## src/rtl/muldiv_pkg.sv

```systemverilog
// Shared types for the iterative multiply/divide unit.
// Op encodings and FSM state enum.
package muldiv_pkg;

  typedef enum logic [1:0] {
    MDU_OP_MULT  = 2'b00,
    MDU_OP_MULTU = 2'b01,
    MDU_OP_DIV   = 2'b10,
    MDU_OP_DIVU  = 2'b11
  } mdu_op_e;

  typedef enum logic [1:0] {
    MDU_IDLE = 2'b00,
    MDU_CALC = 2'b01,
    MDU_FIX  = 2'b10,
    MDU_DONE = 2'b11
  } mdu_state_e;

endpackage

```

## src/rtl/muldiv_absneg.sv

```systemverilog
// Conditional two's-complement negate.
// Used for operand magnitudes and final sign fix-up.
module muldiv_absneg #(
  parameter int WIDTH = 32
) (
  input  logic             neg,
  input  logic [WIDTH-1:0] a,
  output logic [WIDTH-1:0] y
);

  assign y = neg ? -a : a;

endmodule

```

## src/rtl/muldiv_unit.sv

```systemverilog
// Iterative signed/unsigned multiply and divide for EX.
// Optional MDU_DIV_EARLY_TERM_EN skips CALC when |dividend| < |divisor|.
module muldiv_unit
  import muldiv_pkg::*;
#(
  parameter int WIDTH = 32
) (
  input  logic               clk,
  input  logic               rst,
  input  logic               start,
  input  logic [1:0]         op,
  input  logic               annul,
  input  logic [WIDTH-1:0]   opdata1,
  input  logic [WIDTH-1:0]   opdata2,
  output logic               busy,
  output logic               done,
  output logic [2*WIDTH-1:0] result,
  output logic               div_zero,
  output logic               stall_req
);

  localparam int CW = $clog2(WIDTH);

  mdu_state_e state_q, state_d;
  mdu_op_e    op_q;

  logic [WIDTH-1:0]   ma_q, mb_q, hi_q, lo_q;
  logic               sa_q, sb_q, dz_q;
  logic [CW-1:0]      cnt_q;
  logic [2*WIDTH-1:0] result_q;
  logic               div_zero_q;

  logic             idle_or_done, accept, early;
  logic             in_div, in_signed, in_sa, in_sb, in_dz;
  logic [WIDTH-1:0] abs_a, abs_b;
  logic             q_div;

  assign idle_or_done = (state_q == MDU_IDLE) ||
                        (state_q == MDU_DONE);
  assign accept    = idle_or_done & start & ~annul;
  assign in_div    = (op == MDU_OP_DIV) || (op == MDU_OP_DIVU);
  assign in_signed = (op == MDU_OP_MULT) || (op == MDU_OP_DIV);
  assign in_sa     = in_signed & opdata1[WIDTH-1];
  assign in_sb     = in_signed & opdata2[WIDTH-1];
  assign in_dz     = in_div & (opdata2 == '0);
  assign q_div     = (op_q == MDU_OP_DIV) || (op_q == MDU_OP_DIVU);

  muldiv_absneg #(.WIDTH(WIDTH)) u_abs_a (
    .neg (in_sa),
    .a   (opdata1),
    .y   (abs_a)
  );

  muldiv_absneg #(.WIDTH(WIDTH)) u_abs_b (
    .neg (in_sb),
    .a   (opdata2),
    .y   (abs_b)
  );

`ifdef MDU_DIV_EARLY_TERM_EN
  assign early = in_div & ~in_dz & (abs_a < abs_b);
`else
  assign early = 1'b0;
`endif

  // Shared adder: mul adds multiplicand to hi, div trial-subtracts divisor
  logic [WIDTH:0]   as_a, as_b;
  logic [WIDTH+1:0] as_sum;

  assign as_a   = q_div ? {hi_q, lo_q[WIDTH-1]} : {1'b0, hi_q};
  assign as_b   = q_div ? ~{1'b0, mb_q} : {1'b0, ma_q};
  assign as_sum = {1'b0, as_a} + {q_div, as_b} +
                  {{(WIDTH+1){1'b0}}, q_div};

  logic [2*WIDTH-1:0] prod_fix;
  logic [WIDTH-1:0]   quo_fix, rem_fix;
  logic [2*WIDTH-1:0] fix_res;

  muldiv_absneg #(.WIDTH(2*WIDTH)) u_neg_prod (
    .neg (sa_q ^ sb_q),
    .a   ({hi_q, lo_q}),
    .y   (prod_fix)
  );

  muldiv_absneg #(.WIDTH(WIDTH)) u_neg_quo (
    .neg (sa_q ^ sb_q),
    .a   (lo_q),
    .y   (quo_fix)
  );

  muldiv_absneg #(.WIDTH(WIDTH)) u_neg_rem (
    .neg (sa_q),
    .a   (hi_q),
    .y   (rem_fix)
  );

  always_comb begin
    fix_res = prod_fix;
    if (q_div)
      fix_res = {rem_fix, dz_q ? {WIDTH{1'b1}} : quo_fix};
  end

  always_comb begin
    state_d = state_q;
    unique case (state_q)
      MDU_IDLE, MDU_DONE: begin
        state_d = MDU_IDLE;
        if (accept)
          state_d = early ? MDU_FIX : MDU_CALC;
      end
      MDU_CALC: begin
        if (annul)
          state_d = MDU_IDLE;
        else if (cnt_q == '0)
          state_d = MDU_FIX;
      end
      MDU_FIX:
        state_d = annul ? MDU_IDLE : MDU_DONE;
      default:
        state_d = MDU_IDLE;
    endcase
  end

  always_ff @(posedge clk) begin
    if (rst)
      state_q <= MDU_IDLE;
    else
      state_q <= state_d;
  end

  always_ff @(posedge clk) begin
    if (rst) begin
      op_q       <= MDU_OP_MULT;
      ma_q       <= '0;
      mb_q       <= '0;
      hi_q       <= '0;
      lo_q       <= '0;
      sa_q       <= 1'b0;
      sb_q       <= 1'b0;
      dz_q       <= 1'b0;
      cnt_q      <= '0;
      result_q   <= '0;
      div_zero_q <= 1'b0;
    end else begin
      if (accept) begin
        op_q  <= mdu_op_e'(op);
        ma_q  <= abs_a;
        mb_q  <= abs_b;
        sa_q  <= in_sa;
        sb_q  <= in_sb;
        dz_q  <= in_dz;
        cnt_q <= CW'(WIDTH - 1);
        hi_q  <= early ? abs_a : '0;
        lo_q  <= early ? '0 : (in_div ? abs_a : abs_b);
      end else if (state_q == MDU_CALC) begin
        cnt_q <= cnt_q - 1'b1;
        if (q_div) begin
          if (!as_sum[WIDTH+1]) begin
            hi_q <= as_sum[WIDTH-1:0];
            lo_q <= {lo_q[WIDTH-2:0], 1'b1};
          end else begin
            hi_q <= as_a[WIDTH-1:0];
            lo_q <= {lo_q[WIDTH-2:0], 1'b0};
          end
        end else if (lo_q[0]) begin
          hi_q <= as_sum[WIDTH:1];
          lo_q <= {as_sum[0], lo_q[WIDTH-1:1]};
        end else begin
          hi_q <= {1'b0, hi_q[WIDTH-1:1]};
          lo_q <= {hi_q[0], lo_q[WIDTH-1:1]};
        end
      end
      if (state_q == MDU_FIX && !annul) begin
        result_q   <= fix_res;
        div_zero_q <= dz_q;
      end
    end
  end

  assign busy      = (state_q == MDU_CALC) || (state_q == MDU_FIX);
  assign done      = (state_q == MDU_DONE);
  assign result    = result_q;
  assign div_zero  = div_zero_q;
  assign stall_req = accept | busy;

endmodule

```

## config.mk

```make
export PLATFORM = sky130hd
export DESIGN_NAME = muldiv_unit
export DESIGN_NICKNAME = d
export VERILOG_FILES = /design/src/rtl/muldiv_pkg.sv /design/src/rtl/muldiv_absneg.sv /design/src/rtl/muldiv_unit.sv
export SDC_FILE = /design/constraint.sdc
export NUM_CORES = 1
export LEC_CHECK = 0
export CORE_MARGIN = 2
export CORE_UTILIZATION = 50
export DETAILED_ROUTE_END_ITERATION = 6
export GPL_TIMING_DRIVEN = 0
export HOLD_SLACK_MARGIN = 0.02
export PLACE_DENSITY = 0.85
export SLEW_MARGIN = 10
export SYNTH_ARGS = -nofsm -noshare
export SYNTH_HDL_FRONTEND = slang
export SYNTH_SLANG_ARGS = --single-unit
export TNS_END_PERCENT = 10
```

## constraint.sdc

```tcl
create_clock -name clk -period 4.2 [get_ports clk]
set_input_delay 0.42 -clock clk [delete_from_list [all_inputs] [get_ports clk]]
set_output_delay 0.42 -clock clk [all_outputs]
set_load 0.05 [all_outputs]
```

==> impl_metrics.py <==
metrics = {
    "worst_setup_path": {
        "timing.critical_path.required_ns": 4.60,
        "critical_path_fanout_max": 10,
        "worst-setup-path-type": "flop to flop",
        "cp-end-kind": "flop",
        "worst_setup_path_start_kind": "flop",
        "cp_data_arrival_time_ns": 4.62,
    },
    "cells_and_area": {
        "leading_cell_type_in_the_layout_fill_and_taps_excluded": "sky130_fd_sc_hd__nor2_1",
        "multi_input_area_sq_um": 9630,
        "number_of_nets_in_the_layout": 2198,
        "area_delta_synth_final_pct": 22.8,
        "post_route_cells_drive_above_1_share_pct": 9.18,
        "antennaDiodeCount": 0,
        "layout_common_cells": "sky130_fd_sc_hd__nor2_1 (217), sky130_fd_sc_hd__dfxtp_1 (203), sky130_fd_sc_hd__nand2_1 (191)",
        "finish.cell_count_without_fillers": 2481,
        "layout.filler_cells": 2515,
        "final-seq-area_sq_um": 4090,
    },
    "clocking": {
        "cts-root-buf": "sky130_fd_sc_hd__clkbuf_16",
        "clk_pin_slew_worst_paths_ns": 0.06,
        "ctsLongestPathBuffers": 3,
        "clkLatencyLatePin_ns": 0.54,
        "tritoncts_num_sinks": 204,
        "cts-htree-levels": 1,
        "cts_tree": "done",
        "cts_made_buffers": 24,
    },
    "min_path": {
        "class_of_the_worst_hold_path": "flop to flop",
    },
    "synth": {
        "post_synth_num_cell_types": 76,
        "synth_fp_nets": 2005,
        "synth_seq_cells": 204,
        "synth-main-ff-cell": "sky130_fd_sc_hd__dfxtp_1",
        "synth.yosys.warnings": 0,
        "mappedNetlistArea_sq_um": 14300,
        "synth_area_per_cell_sq_um": 7.55,
        "async_flop_share_pct": 0,
        "synth_enable_flop_cells": 0,
        "ys_seq_area_share_pct": 28.6,
        "postSynthCellCount": 1893,
    },
    "placed_design": {
        "io_buffer_count": 136,
        "gp_congestion": 0.995,
        "dp_hpwl_mm": 44.0,
        "post-place-cells": 2407,
        "dpl_worst_slack_ns": -1.78,
    },
    "floorplan": {
        "die_x_um": 173,
        "fp.coreArea_sq_um": 27900,
        "pin_count": 138,
        "core.rowCount": 61,
        "die-area_sq_um": 29900,
        "die_height_um": 173,
        "initial_utilization_pct": 51.1,
    },
    "timing": {
        "final_worst_clock_skew_ns": 0.0262,
        "hold-worst-slack_ns": 0.458,
        "slew_viol_final": 0,
        "fin_crit_ns": 4.22,
        "hold_viol": 0,
        "worstMarginPinSlew_ns": 1.20,
        "layout_setup_ws_ns": -0.0217,
        "setup_viol_count_final": 2,
        "period_share_pct": 101,
        "rsz0062_at_grt": "yes",
        "clock.fmax_mhz": 237,
        "slew-limit-headroom_pct": 19.2,
    },
    "drt": {
        "drt_iter0_drc": 1752,
        "post_drt_via_cell_ratio": 6.33,
        "drt_drc_violations_left": 0,
        "drt.antenna.violating_nets": 0,
        "finalWirelength_mm": 57.1,
        "wire_per_inst_um": 23.0,
        "num_vias": 15700,
        "number_of_iterations_in_the_first_detailed_routing_pass": 5,
    },
    "power": {
        "ir_drop_v": 0.000238,
        "power.density_nw_per_um2": 333,
        "power.static_leakage_nw": 6.12,
        "p_total_mw": 5.84,
    },
    "global_routing": {
        "maximum_number_of_pins_on_one_net_before_global_route_repair": 13,
        "grt_util_all_layers_pct": 36.3,
        "globalRouteOverflowTotal": 0,
        "grt_antenna_before_repair": 0,
        "first_pass_grt_wire_length_mm": 85.8,
        "first_global_vias": 14800,
    },
    "outcome": {
        "violations_in_the_final_reports": "setup timing",
        "outcome": "finished with violations",
    },
    "run": {
        "max-cap-violations": 0,
    },
}
metal layers:
metal,up-vias,share of wire [%],routed length (um),track usage (%)
li1,7222,-,-,-
met1,7297,39,22000,45.0
met2,975,46,26100,61.4
met3,199,9.7,5540,5.74
met4,0,5.9,3340,17.6
met5,-,0,0,0
area by class of cell:
cell class / instances / area share (%)
clock buffer: 36 / 4.09
clock inverter: 7 / 0.542
buffer: 162 / 4.34
inverter: 38 / 0.834
tap: 378 / 2.70
timing repair buffer: 168 / 9.34
sequential: 204 / 23.3
multi-input combinational: 1488 / 54.9
sequential cells by signal, summed over array words and instances, names as in the netlist, 2 cells and up:
signal	flops
mb_q	32
lo_q	32
ma_q	32
result	64
hi_q	32
state_q	2
cnt_q	5
logic make-up after synthesis:
| kind of cell | after synthesis | share of synthesized area [%] |
|---|---|---|
| buffers and inverters | 201 | 5.42 |
| adder cells (fa/ha/maj) | 42 | 3.73 |
| AND/OR/NAND/NOR | 629 | 20.2 |
| XOR/XNOR | 146 | 8.95 |
| flip-flops | 204 | 28.6 |
| AO/OA/AOI/OAI | 587 | 26.9 |
| multiplexers | 84 | 6.20 |
repair_timing:
action / 4_1_cts / 5_1_grt
hold buffers: 0 / 0
buffers inserted: 16 / 15
resized for setup: 59 / 47
hold endpoints to repair: 0 / 0
setup endpoints to repair: 33 / 31
cloned: 0 / 1
pin swaps: 15 / 19
report_power, final:
part	switching (mW)	leakage, nW	internal, mW
clock	0.881	0.396	1.30
combinational	0.984	4.06	0.550
sequential	0.0917	1.66	2.03
total	1.96	6.12	3.88
cells in the mapped netlist (6+ instances only):
library cell	number	area, sq um
sky130_fd_sc_hd__or2_2	7	43.8
sky130_fd_sc_hd__nor4_1	19	119
sky130_fd_sc_hd__clkbuf_1	137	514
sky130_fd_sc_hd__ha_1	41	513
sky130_fd_sc_hd__or4_1	12	90.1
sky130_fd_sc_hd__o21ai_0	122	611
sky130_fd_sc_hd__o21a_1	10	75.1
sky130_fd_sc_hd__a221oi_1	6	52.6
sky130_fd_sc_hd__o31ai_1	20	150
sky130_fd_sc_hd__and3_1	9	56.3
sky130_fd_sc_hd__dfxtp_1	204	4080
sky130_fd_sc_hd__a311oi_1	12	105
sky130_fd_sc_hd__inv_1	36	135
sky130_fd_sc_hd__nand3_1	45	225
sky130_fd_sc_hd__nand2_1	193	724
sky130_fd_sc_hd__a21o_1	14	105
sky130_fd_sc_hd__a31oi_1	16	100
sky130_fd_sc_hd__nand2b_1	35	219
sky130_fd_sc_hd__or3_1	16	100
sky130_fd_sc_hd__mux2i_1	48	480
sky130_fd_sc_hd__nand4_1	9	56.3
sky130_fd_sc_hd__o211ai_1	38	285
sky130_fd_sc_hd__mux2_2	36	405
sky130_fd_sc_hd__a21oi_1	150	751
sky130_fd_sc_hd__nor3_1	30	150
sky130_fd_sc_hd__xnor2_1	78	683
sky130_fd_sc_hd__nor2b_1	12	75.1
sky130_fd_sc_hd__o41ai_1	8	70.1
sky130_fd_sc_hd__xor2_1	68	596
sky130_fd_sc_hd__nor2_1	218	818
sky130_fd_sc_hd__buf_1	20	75.1
sky130_fd_sc_hd__a211oi_1	134	1010
per-stage QoR:
stage	area (sq um)	setup TNS [ns]	utilization (%)
5_1_grt	17500	-0.153	62.8
2_1_floorplan	14300	0	-
3_3_place_gp	16100	-49.63	57.7
3_5_place_dp	16100	-48.55	57.7
6_report	17500	-0.0244	62.8
4_1_cts	17300	-0.0491	61.9
critical path: stages, from the launching register on:
cell and delay (ns):
sky130_fd_sc_hd__dfxtp_4 0.45, sky130_fd_sc_hd__clkinvlp_4 0.19, sky130_fd_sc_hd__buf_8 0.17, sky130_fd_sc_hd__clkbuf_16 0.16, sky130_fd_sc_hd__clkbuf_4 0.20, sky130_fd_sc_hd__nand2_1 0.07, sky130_fd_sc_hd__o21ai_0 0.17, sky130_fd_sc_hd__ha_1 0.41
sky130_fd_sc_hd__o21a_1 0.18, sky130_fd_sc_hd__o21a_1 0.21, sky130_fd_sc_hd__nand3_2 0.15, sky130_fd_sc_hd__a2111o_1 0.50, sky130_fd_sc_hd__and3_4 0.19, sky130_fd_sc_hd__nor2_4 0.18, sky130_fd_sc_hd__buf_6 0.17, sky130_fd_sc_hd__mux2_2 0.35
sky130_fd_sc_hd__a211oi_2 0.24, sky130_fd_sc_hd__nor3_1 0.07
worst paths after layout:
path                    from         end  slack [ns]  cells past startpoint
setup / recovery     op_q[1]     hi_q[5]       -0.02                     17
hold / removal    result[53]  result[53]        0.46                      2
setup reg to reg     op_q[1]     hi_q[5]       -0.02                     17
hold reg to reg   result[53]  result[53]        0.46                      2
Power figures use the tool's default switching activity.
